===== src/rtl/huff_pkg.sv =====
// Shared types and constants for the Huffman code-length scanner.
package huff_pkg;

    typedef enum logic [1:0] {
        ST_IDLE = 2'd0,
        ST_SCAN = 2'd1,
        ST_DONE = 2'd2
    } state_t;

    localparam logic [5:0] END_SYM_DEFAULT = 6'b010010;

    // Length field must hold 0..BUS_WIDTH inclusive.
    function automatic int len_w(input int bus_width);
        return $clog2(bus_width) + 1;
    endfunction

endpackage


===== src/rtl/huff_len_scan_if.sv =====
// Input/result handshake bundle for huff_len_scan.
interface huff_len_scan_if #(
    parameter int BUS_WIDTH = 64,
    parameter int LANES     = 4,
    parameter int END_WIDTH = 6
);
    localparam int LEN_W = huff_pkg::len_w(BUS_WIDTH);

    logic [LANES*BUS_WIDTH-1:0] din;
    logic [LANES-1:0]           lane_en;
    logic [END_WIDTH-1:0]       end_sym;
    logic                       in_valid;
    logic                       in_ready;
    logic                       out_valid;
    logic                       out_ready;
    logic [LANES*LEN_W-1:0]     len;
    logic [LANES-1:0]           miss;
    logic                       busy;

    modport master (
        output din, lane_en, end_sym, in_valid, out_ready,
        input  in_ready, out_valid, len, miss, busy
    );

    modport slave (
        input  din, lane_en, end_sym, in_valid, out_ready,
        output in_ready, out_valid, len, miss, busy
    );
endinterface


===== src/rtl/huff_len_lane.sv =====
// One scan lane: shifts its word right until the low bits equal the end
// symbol, counting shifts; gives up after all BUS_WIDTH positions.
module huff_len_lane #(
    parameter int BUS_WIDTH = 64,
    parameter int LEN_W     = 7
) (
    input  logic                 clk,
    input  logic                 rst,
    input  logic                 load,
    input  logic                 en_in,
    input  logic [BUS_WIDTH-1:0] word_in,
    input  logic [BUS_WIDTH-1:0] sym,
    input  logic                 scan,
    output logic                 done_nxt,
    output logic [LEN_W-1:0]     len,
    output logic                 miss
);
    logic [BUS_WIDTH-1:0] sh_q;
    logic [LEN_W-1:0]     cnt_q;
    logic                 done_q;
    logic                 hit;
    logic                 exhausted;

    // Match/exhaustion detect, and done-including-this-cycle for the FSM.
    // A miss is declared one cycle after the last position fails, so it
    // reports with the timing of a match at position BUS_WIDTH.
    always_comb begin
        hit       = (sh_q == sym);
        exhausted = (cnt_q == LEN_W'(BUS_WIDTH));
        done_nxt  = done_q | (scan & (hit | exhausted));
    end

    // Lane register, counter and result latch; done lanes are frozen.
    always_ff @(posedge clk) begin
        if (rst) begin
            sh_q   <= '0;
            cnt_q  <= '0;
            done_q <= 1'b0;
            len    <= '0;
            miss   <= 1'b0;
        end else if (load) begin
            sh_q   <= word_in;
            cnt_q  <= '0;
            done_q <= ~en_in;
            len    <= '0;
            miss   <= 1'b0;
        end else if (scan && !done_q) begin
            if (exhausted) begin
                done_q <= 1'b1;
                len    <= LEN_W'(BUS_WIDTH);
                miss   <= 1'b1;
            end else if (hit) begin
                done_q <= 1'b1;
                len    <= cnt_q;
                miss   <= 1'b0;
            end else begin
                sh_q  <= sh_q >> 1;
                cnt_q <= cnt_q + LEN_W'(1);
            end
        end
    end
endmodule


===== src/rtl/huff_len_scan.sv =====
// Multi-lane Huffman code-length scanner: accepts a set of lane words,
// scans all lanes in parallel, and presents per-lane length/miss results.
//
// state | meaning
// IDLE  | waiting for an input word set
// SCAN  | lanes shifting and comparing against the end symbol
// DONE  | results valid, held until consumed
module huff_len_scan import huff_pkg::*; #(
    parameter int BUS_WIDTH = 64,
    parameter int LANES     = 4,
    parameter int END_WIDTH = 6
) (
    input  logic            clk,
    input  logic            rst,
    huff_len_scan_if.slave  bus
);
    localparam int LEN_W = len_w(BUS_WIDTH);

    state_t               state_q;
    state_t               state_d;
    logic [END_WIDTH-1:0] sym_q;
    logic [BUS_WIDTH-1:0] sym_ext;
    logic [LANES-1:0]     done_nxt;
    logic                 accept;
    logic                 scan;

    // Next-state and handshake outputs.
    always_comb begin
        state_d       = state_q;
        bus.in_ready  = 1'b0;
        bus.out_valid = 1'b0;
        case (state_q)
            ST_IDLE: begin
                bus.in_ready = 1'b1;
                if (bus.in_valid) state_d = ST_SCAN;
            end
            ST_SCAN: begin
                if (&done_nxt) state_d = ST_DONE;
            end
            ST_DONE: begin
                bus.out_valid = 1'b1;
                bus.in_ready  = bus.out_ready;
                if (bus.out_ready) state_d = bus.in_valid ? ST_SCAN : ST_IDLE;
            end
            default: state_d = ST_IDLE;
        endcase
    end

    assign accept   = bus.in_valid && bus.in_ready;
    assign scan     = (state_q == ST_SCAN);
    assign bus.busy = scan;
    assign sym_ext  = BUS_WIDTH'(sym_q);

    // State register and end-symbol capture.
    always_ff @(posedge clk) begin
        if (rst) begin
            state_q <= ST_IDLE;
            sym_q   <= '0;
        end else begin
            state_q <= state_d;
            if (accept) sym_q <= bus.end_sym;
        end
    end

    for (genvar k = 0; k < LANES; k++) begin : g_lane
        huff_len_lane #(
            .BUS_WIDTH (BUS_WIDTH),
            .LEN_W     (LEN_W)
        ) u_lane (
            .clk      (clk),
            .rst      (rst),
            .load     (accept),
            .en_in    (bus.lane_en[k]),
            .word_in  (bus.din[k*BUS_WIDTH +: BUS_WIDTH]),
            .sym      (sym_ext),
            .scan     (scan),
            .done_nxt (done_nxt[k]),
            .len      (bus.len[k*LEN_W +: LEN_W]),
            .miss     (bus.miss[k])
        );
    end
endmodule


===== src/flat_wrapper.sv =====
// flat-port wrapper written by rule: the top's interface ports become plain ports
module huff_len_scan_flat import huff_pkg::*;
#(
    parameter int BUS_WIDTH = 64,
    parameter int LANES     = 4,
    parameter int END_WIDTH = 6
)
  (clk, rst, bus_din, bus_lane_en, bus_end_sym, bus_in_valid, bus_out_ready, bus_in_ready, bus_out_valid, bus_len, bus_miss, bus_busy);
  huff_len_scan_if #(.BUS_WIDTH(BUS_WIDTH), .LANES(LANES), .END_WIDTH(END_WIDTH)) bus_i ();
  input  logic clk;
  input  logic rst;
  input wire logic [$bits(bus_i.din)-1:0] bus_din;
  input wire logic [$bits(bus_i.lane_en)-1:0] bus_lane_en;
  input wire logic [$bits(bus_i.end_sym)-1:0] bus_end_sym;
  input wire logic [$bits(bus_i.in_valid)-1:0] bus_in_valid;
  input wire logic [$bits(bus_i.out_ready)-1:0] bus_out_ready;
  output wire logic [$bits(bus_i.in_ready)-1:0] bus_in_ready;
  output wire logic [$bits(bus_i.out_valid)-1:0] bus_out_valid;
  output wire logic [$bits(bus_i.len)-1:0] bus_len;
  output wire logic [$bits(bus_i.miss)-1:0] bus_miss;
  output wire logic [$bits(bus_i.busy)-1:0] bus_busy;
  assign bus_i.din = bus_din;
  assign bus_i.lane_en = bus_lane_en;
  assign bus_i.end_sym = bus_end_sym;
  assign bus_i.in_valid = bus_in_valid;
  assign bus_i.out_ready = bus_out_ready;
  assign bus_in_ready = bus_i.in_ready;
  assign bus_out_valid = bus_i.out_valid;
  assign bus_len = bus_i.len;
  assign bus_miss = bus_i.miss;
  assign bus_busy = bus_i.busy;
  huff_len_scan #(.BUS_WIDTH(BUS_WIDTH), .LANES(LANES), .END_WIDTH(END_WIDTH)) u_core (.clk(clk), .rst(rst), .bus(bus_i));
endmodule

===== config.mk =====
export PLATFORM = sky130hd
export DESIGN_NAME = huff_len_scan_flat
export DESIGN_NICKNAME = d
export VERILOG_FILES = /design/src/rtl/huff_pkg.sv /design/src/rtl/huff_len_scan_if.sv /design/src/rtl/huff_len_lane.sv /design/src/rtl/huff_len_scan.sv /design/src/flat_wrapper.sv
export SDC_FILE = /design/constraint.sdc
export NUM_CORES = 1
export LEC_CHECK = 0
export CELL_PAD_IN_SITES_DETAIL_PLACEMENT = 0
export CELL_PAD_IN_SITES_GLOBAL_PLACEMENT = 1
export CORE_MARGIN = 2
export CORE_UTILIZATION = 45
export CTS_CLUSTER_DIAMETER = 80
export DETAILED_ROUTE_END_ITERATION = 16
export PLACE_DENSITY_LB_ADDON = 0.1
export SLEW_MARGIN = 40
export SYNTH_ARGS = -nofsm -noshare
export SYNTH_HDL_FRONTEND = slang
export SYNTH_HIERARCHICAL = 1
export SYNTH_SLANG_ARGS = --single-unit

===== constraint.sdc =====
create_clock -name clk -period 5.9 [get_ports clk]
set_input_delay 1.18 -clock clk [delete_from_list [all_inputs] [get_ports clk]]
set_output_delay 1.18 -clock clk [all_outputs]
set_load 0.02 [all_outputs]

# Word-level counts from Yosys, hierarchy flattened
# Cells that the tools add are included.
dict set report word_totals {
  ff_bits 328
  output_inout_bits 35
}
dict set report classes {
  n_bitwise 24
  eq_ne 21
  addsub 4
  reduce_logical 41
  muxes 55
}
# operator n
set op_table {}
lappend op_table {{two-way mux 64 bit} 16}
lappend op_table {{== test 64 x 6 -> 1 bit} 4}
lappend op_table {{two-way mux 7 bit} 8}
lappend op_table {{adder 7 x 1 -> 7 bit, second input constant} 4}
lappend op_table {{== test 7 bit, second input constant} 4}
lappend op_table {{AND reduction 3 bit} 9}
lappend op_table {{two-way mux 1 bit} 26}
lappend op_table {{!= test 2 x 1 -> 1 bit, second input constant} 9}
lappend op_table {{AND reduction 2 bit} 8}
lappend op_table {{nonzero test 2 bit} 8}
lappend op_table {{inverter 1 bit} 12}
lappend op_table {{nonzero test 3 bit} 4}
lappend op_table {{OR 1 bit} 8}
lappend op_table {{two-way mux 2 bit} 3}
lappend op_table {{one-hot mux 2 bit (3 select lines)} 1}
lappend op_table {{logical AND 1 bit} 5}
lappend op_table {{bitwise AND 1 bit} 4}
lappend op_table {{zero test 1 bit} 4}
lappend op_table {{!= test 2 bit, second input constant} 2}
lappend op_table {{AND reduction 4 bit} 1}
lappend op_table {{== test 2 x 1 -> 1 bit, second input constant} 1}
lappend op_table {{== test 2 bit, second input constant} 1}
lappend op_table {{zero test 2 bit} 1}
lappend op_table {{one-hot mux 1 bit (2 select lines)} 1}
lappend op_table {{OR reduction 2 bit} 1}

# Depth between registers and ports, before layout
# Gate-level depths: netlist of the first run.
dict set report depth {
  ltp_word 7
  depth_mapped 11
}

# By module
# Netlist of the first run, hierarchy kept.
# mod area_per_inst_um2 instances cells_per_inst seq_area_each_um2
set by_module_without_submodules {}
lappend by_module_without_submodules {{huff_len_lane (u_core.g_lane[0].u_lane ...)} 4827.1 3 542 1601.5}
lappend by_module_without_submodules {{huff_len_lane (u_core.g_lane[3].u_lane)} 4882.2 1 540 1601.5}
lappend by_module_without_submodules {huff_len_scan 401.6 1 40 160.2}

# Worst setup path before layout of the first run
# Ideal clock, no wire load.
dict set report synth_path {
  kind {input to register}
  from {input port bus_out_ready}
  to {register u_core.g_lane[3].u_lane.sh_q[13]}
  n_path_buf 4
  path_stages 7
  slack_ps 3146
  arrival_ps 2602
  required_ps 5748
  path_cell_list {nor2b_4 > nor3b_2 > buf_6 > clkbuf_1 > clkbuf_1 > clkbuf_1 > a221oi_2}
}
dict set report synth_between {
  elab_chain_cells 4
}
# element line_no
set synth_lines {}
lappend synth_lines {{from (decl)} flat_wrapper.sv:16} ;# input wire logic [$bits(bus_i.out_ready)-1:0] bus_out_ready;
lappend synth_lines {{one-hot mux 1 bit (2 select lines) *} huff_len_scan.sv:32} ;# case (state_q)
lappend synth_lines {{logical AND 1 bit *} huff_len_scan.sv:49} ;# assign accept = bus.in_valid && bus.in_ready;
lappend synth_lines {{net u_core.accept} huff_len_scan.sv:24} ;# logic accept;
lappend synth_lines {{!= test 2 x 1 -> 1 bit (no source line) / nonzero test 2 bit (equally long branches)} --}
lappend synth_lines {{AND reduction 3 bit (no source line)} --}
lappend synth_lines {{to (signal assigned)} huff_len_lane.sv:42} ;# sh_q <= word_in;
lappend synth_lines {{to (signal assigned)} huff_len_lane.sv:57} ;# sh_q <= sh_q >> 1;
lappend synth_lines {{to (decl)} huff_len_lane.sv:18} ;# logic [BUS_WIDTH-1:0] sh_q;
# Mark *: on every way through the listed nets, which the timed path passes. The rest lies on a longest branch.
# A chain may end at the register's enable or synchronous reset.

# Final worst setup path of the first run
dict set report layout_path {
  from {input port bus_out_ready}
  to {output port bus_in_ready}
}
dict set report layout_between {
  elab_chain_cells 1
}
# element line_no
set layout_lines {}
lappend layout_lines {{one-hot mux 1 bit (2 select lines)} huff_len_scan.sv:32}
lappend layout_lines {{to (decl)} flat_wrapper.sv:17} ;# output wire logic [$bits(bus_i.in_ready)-1:0] bus_in_ready;
# No other way between the ends.

==> flow_summary.toml, run 1 <==
[power_and_ir_drop]
finalPower_w = 0.00618
p_leak_nw = 9.02
ir_worst_vdd_v = 0.000184
power-per-cell-area_mw_per_mm2 = 247

[place]
gp_congestion = 0.868
hpwl_mm = 39.6
dpl_cell_area_mm2 = 0.0238
port_buffers = 304

[synthesis]
synth-edff-count = 0
synth_seq_cells = 328
ys_types = 43
netlist_area_mm2 = 0.0198
synth_xor_area_share_pct = 11.3
synth_adder_area_share_pct = 0.506
yosys_warnings = 6
muxShareOfSynthArea_pct = 2.18
yosysSeqAreaShare_pct = 33.2
synth_compound_area_share_pct = 34.9
ys.flop_type = "dfxtp_1"
synth_top_family_by_area = "compound AO/OA/AOI/OAI gates"
async_reset_ff_share_pct = 0
syn-instance-count = 2206
avgSynthCellArea_um2 = 8.96
synthSimpleGateAreaFrac_pct = 8.01

[clock_network]
clkTransAtPathRegs_ns = 0.05
clockBufferDepth = 3
cts_inserted_buffers = 40
clock_latency_ns = 0.56
cts_tree = "yes"
holdBufCountCts = 0
cts_setup_buffers = 0
cts_resized = 0
cts_sinks = 328
cts-root-buf = "clkbuf_16"
htreeDepth = 2

[outcome]
status = "completed"

[grt]
grt_max_degree = 131
grt_first_pass_wirelength_mm = 93.7
grt_antenna_before_repair = 2
grt_usage_pct = 25.6
first_global_vias = 17000
grt.overflow.total = 0

[worst_setup_path]
end_kind = "output port"
required_ns = 4.72
critPathLaunchType = "input port"
worstSetupPathType = "input port to output port"
crit_path_max_fanout = 2
arrival_ns = 2.52

[cells_and_area]
fill_cells = 3930
regArea_mm2 = 0.00657
drive_above_1_share_pct = 13.4
fin_area_mm2 = 0.0251
multi_input_area_mm2 = 0.0122
syn_to_final_growth_pct = 26.8
layout_common_cells = "328 x dfxtp_1, 303 x clkdlybuf4s50_1, 268 x o21ai_1, 265 x inv_1, 256 x xnor2_1"
fin_nets = 2877
final_common_cell = "dfxtp_1"

[worst_hold_path]
min_path_type = "flop to flop"

[timing]
min_period_ns = 3.70
slew_violations = 0
worst_slew_pin_slew_ns = 0.842
hold_violations = 0
slew-limit-headroom_pct = 43.8
tns_ns = 0
max_freq_mhz = 270
finalSetupViolCount = 0
skew_ns = 0.0183
rsz0062_at_grt = "no"
fin_crit_sh_pct = 62.8

[detailed_routing]
firstDrtPassIters = 5
remaining_drc_errors = 0
wl_mm = 60.0
vias = 17800
drtAntennaViolNets = 0
drtIter0Drc = 1361
via_per_inst = 5.57
avgRoutedWirePerCell_um = 18.7

[floorplan]
die_h_um = 214
die_w_um = 214
start_util_pct = 45.8
ios = 305
die-area_mm2 = 0.0456
rows = 76
core-area_mm2 = 0.0432

[run]
max-cap-violations = 0
kinds of logic after synthesis:
family / Yosys count
buffers and inverters: 484
AOI/OAI and AO/OA: 820
other: 1
adders and majority gates: 8
muxes: 43
DFF: 328
xor gates and xnor gates: 256
and+or+nand+nor: 266
final timing paths:
| path | start | to | slack, ns | depth (start not counted) |
|---|---|---|---|---|
| worst min register to register | u_core/g_lane[3].u_lane/len[5] | u_core/g_lane[3].u_lane/len[5] | 0.46 | 2 |
| worst max register to register | u_core/sym_q[4] | u_core/g_lane[1].u_lane/sh_q[22] | 2.70 | 7 |
| worst min-delay path | u_core/g_lane[3].u_lane/len[5] | u_core/g_lane[3].u_lane/len[5] | 0.46 | 2 |
| worst max-delay path | bus_out_ready | bus_in_ready | 2.20 | 4 |
per-stage QoR:
stage | util [%] | worst slack (ns) | cells | hold WS, ns
detailed placement | 55.2 | 2.05 | 3138 | 0.450
CTS | 57.8 | 2.19 | 3197 | 0.460
finish | 58.0 | 2.20 | 3202 | 0.460
floorplan | - | 3.15 | 2437 | 0.460
global route | 58.0 | 2.10 | 3202 | 0.476
global placement | 55.1 | 2.14 | 3137 | 0.448
where the power goes:
part	switching (W)	internal, W
logic	0.000703	0.000628
registers	0.000182	0.00239
clock network	0.000957	0.00132
total	0.00184	0.00434
registers in the layout, indices dropped and copies added, names as in the netlist:
signal                       count
u_core/g_lane.u_lane/len        28
u_core/g_lane.u_lane/miss        4
u_core/g_lane.u_lane/done_q      4
u_core/state_q                   2
u_core/g_lane.u_lane/cnt_q      28
u_core/g_lane.u_lane/sh_q      256
u_core/sym_q                     6
synth_stat cells, types with 2 or more instances:
cell type / n / area, um2
buf_6: 2 / 22.5
a31oi_1: 252 / 1580
nor2_1: 14 / 52.6
and4_1: 4 / 35.0
inv_1: 265 / 995
buf_1: 4 / 15.0
nor4b_1: 4 / 35.0
nor4_2: 13 / 163
nor4_1: 3 / 18.8
o21ai_1: 268 / 1340
or2_2: 4 / 25.0
mux2i_1: 43 / 430
or3_1: 5 / 31.3
dfxtp_1: 328 / 6570
xnor2_1: 256 / 2240
o31ai_1: 11 / 82.6
or4_1: 11 / 82.6
o32ai_1: 4 / 35.0
a21oi_4: 4 / 65.1
nand4_1: 81 / 507
buf_4: 18 / 135
a221oi_2: 226 / 3390
buf_2: 40 / 200
nor2b_1: 5 / 31.3
a21oi_1: 23 / 115
ha_1: 8 / 100
clkbuf_1: 152 / 571
a221oi_1: 30 / 263
nand3_1: 27 / 135
nand2_1: 60 / 225
and2_1: 5 / 31.3
inv_2: 3 / 11.3
nand2b_1: 23 / 144
per-layer routing:
metal / wire length (um) / GRT usage, %
met3: 3050 / 3.65
met2: 27800 / 40.4
met4: 1350 / 7.42
met1: 27800 / 36.2
met5: 13 / 0
critical path, stage by stage:
cell             delay (ns)
clkdlybuf4s50_1        0.54
nor2b_4                0.08
nor2_1                 0.10
clkdlybuf4s50_1        0.62
area by class of cell:
class,count,share of cell area (%)
inverters,268,4.01
clock inverters,2,0.0549
diodes,1,0.00999
clock buffers,57,4.53
multi-input cells,1625,48.6
well taps,585,2.92
flip-flops and latches,328,26.2
repair buffers,336,13.6
No activity file was read; power rests on OpenSTA's default activity.
==> run 2: changes to the inputs <==
--- a/config.mk
+++ b/config.mk
@@ -8,7 +8,7 @@
 export CELL_PAD_IN_SITES_DETAIL_PLACEMENT = 0
 export CELL_PAD_IN_SITES_GLOBAL_PLACEMENT = 1
 export CORE_MARGIN = 2
-export CORE_UTILIZATION = 45
+export CORE_UTILIZATION = 38
 export CTS_CLUSTER_DIAMETER = 80
 export DETAILED_ROUTE_END_ITERATION = 16
 export PLACE_DENSITY_LB_ADDON = 0.1
==> constraint.sdc (replaced) <==
create_clock -name clk -period 3.4 [get_ports clk]
set_input_delay 0.68 -clock clk [delete_from_list [all_inputs] [get_ports clk]]
set_output_delay 0.68 -clock clk [all_outputs]
set_load 0.02 [all_outputs]
==> run 2 against run 1 <==
Against the previous run: die area grew 18%; sequential share of layout area is 0.41 points lower; non-clock buffer count is 25 higher; clock-buffer cell count rose by 1; largest power group unchanged; first-iteration DRC count is 11% lower; total power is 76% higher.
==> flow_summary.toml, run 2 (same netlist as run 1, synthesis figures left out) <==
[clock_network]
cts_setup_buffers = 0
cts_resized = 0
clock_latency_ns = 0.56
holdBufCountCts = 0
cts-root-buf = "clkbuf_16"
clkTransAtPathRegs_ns = 0.05
clockBufferDepth = 3
cts_sinks = 328
cts_tree = "yes"
cts_inserted_buffers = 41
htreeDepth = 2

[timing]
fin_crit_sh_pct = 81.1
finalSetupViolCount = 0
slew_violations = 0
max_freq_mhz = 363
hold_slack_ns = 0.453
worst_slew_pin_slew_ns = 0.835
slew-limit-headroom_pct = 44.3
hold_violations = 0
min_period_ns = 2.76
skew_ns = 0.0158
rsz0062_at_grt = "no"
tns_ns = 0

[cells_and_area]
layout_common_cells = "328 x dfxtp_1, 303 x clkdlybuf4s50_1, 268 x o21ai_1, 265 x inv_1, 256 x xnor2_1"
final_common_cell = "dfxtp_1"
largest_reg_flops = 256
fin_nets = 2903
regMostFlops = "u_core/g_lane.u_lane/sh_q"
final_util_pct = 49.5
fill_cells = 4975
syn_to_final_growth_pct = 28.8
top_regs = "u_core/g_lane.u_lane/sh_q: 256 flops, u_core/g_lane.u_lane/cnt_q: 28 flops, u_core/g_lane.u_lane/len: 28 flops"
drive_above_1_share_pct = 14.2
diodes = 0

[floorplan]
die_w_um = 232
ios = 305
die_h_um = 232
core-area_mm2 = 0.0514
start_util_pct = 38.4
die-area_mm2 = 0.0539
rows = 83

[worst_setup_path]
critPathLaunchType = "flop"
crit_path_max_fanout = 72
worstSetupPathType = "flop to flop"
arrival_ns = 3.23
end_kind = "flop"
required_ns = 3.87

[detailed_routing]
vias = 18000
firstDrtPassIters = 6
via_per_inst = 5.41
remaining_drc_errors = 0
drtIter0Drc = 1216
drtAntennaViolNets = 0
wl_mm = 63.0
avgRoutedWirePerCell_um = 19.0

[place]
hpwl_mm = 43.0
gp_congestion = 0.787
port_buffers = 304

[grt]
grt_usage_pct = 22.8
grt_antenna_before_repair = 2
grt.overflow.total = 0
first_global_vias = 17600
grt_max_degree = 84
grt_first_pass_wirelength_mm = 98.3

[run]
max-cap-violations = 0

[worst_hold_path]
min_path_type = "flop to flop"

[power_and_ir_drop]
ir_worst_vdd_v = 0.000290
finalPower_w = 0.0109
p_leak_nw = 9.17
power-per-cell-area_mw_per_mm2 = 428

[outcome]
status = "completed"
-- run 2: final cells by class --
class / count / area [um2] / area share (%)
flip-flops and latches: 328 / 6570 / 25.8
clock buffers: 58 / 1180 / 4.64
multi-input cells: 1625 / 12200 / 47.8
inverters: 268 / 1010 / 3.95
well taps: 680 / 851 / 3.34
repair buffers: 361 / 3680 / 14.4
clock inverters: 2 / 10.0 / 0.0393
-- run 2: per-layer routing --
metal  up-vias  global-route usage (%)  share of wire (%)
li1       8748                       -                  -
met1      8665                    32.0                 47
met2       467                    36.1                 45
met3        79                    2.90                4.6
met4         2                    7.07                2.5
met5         -                       0              0.021
-- run 2: worst paths after layout --
check	start	end	slack, ns	cells after the start
max	u_core/sym_q[2]	u_core/g_lane[0].u_lane/sh_q[19]	0.64	7
min	u_core/g_lane[3].u_lane/len[1]	u_core/g_lane[3].u_lane/len[1]	0.45	2
max reg2reg	u_core/sym_q[2]	u_core/g_lane[0].u_lane/sh_q[19]	0.64	7
min reg2reg	u_core/g_lane[3].u_lane/len[1]	u_core/g_lane[3].u_lane/len[1]	0.45	2
-- run 2: stage by stage --
stage	area [um2]	instances	setup slack, ns
global placement	24300	3262	0.603
finish	25500	3322	0.642
global route	25500	3322	0.498
CTS	25500	3322	0.626
detailed placement	24300	3262	0.567
floorplan	20600	2437	1.15
-- run 2: worst max-delay path: stages, from the launching register on --
cell,delay (ns)
dfxtp_1,0.54
xnor2_1,0.20
nand4_1,0.13
nor4_2,0.38
and4_2,0.29
buf_4,0.65
o21ai_1,0.20
a221oi_2,0.26
-- run 2: power breakdown --
group	internal [W]	total, W	switching [W]
clock	0.00237	0.00407	0.00170
combinational	0.00112	0.00236	0.00124
sequential	0.00415	0.00447	0.000321
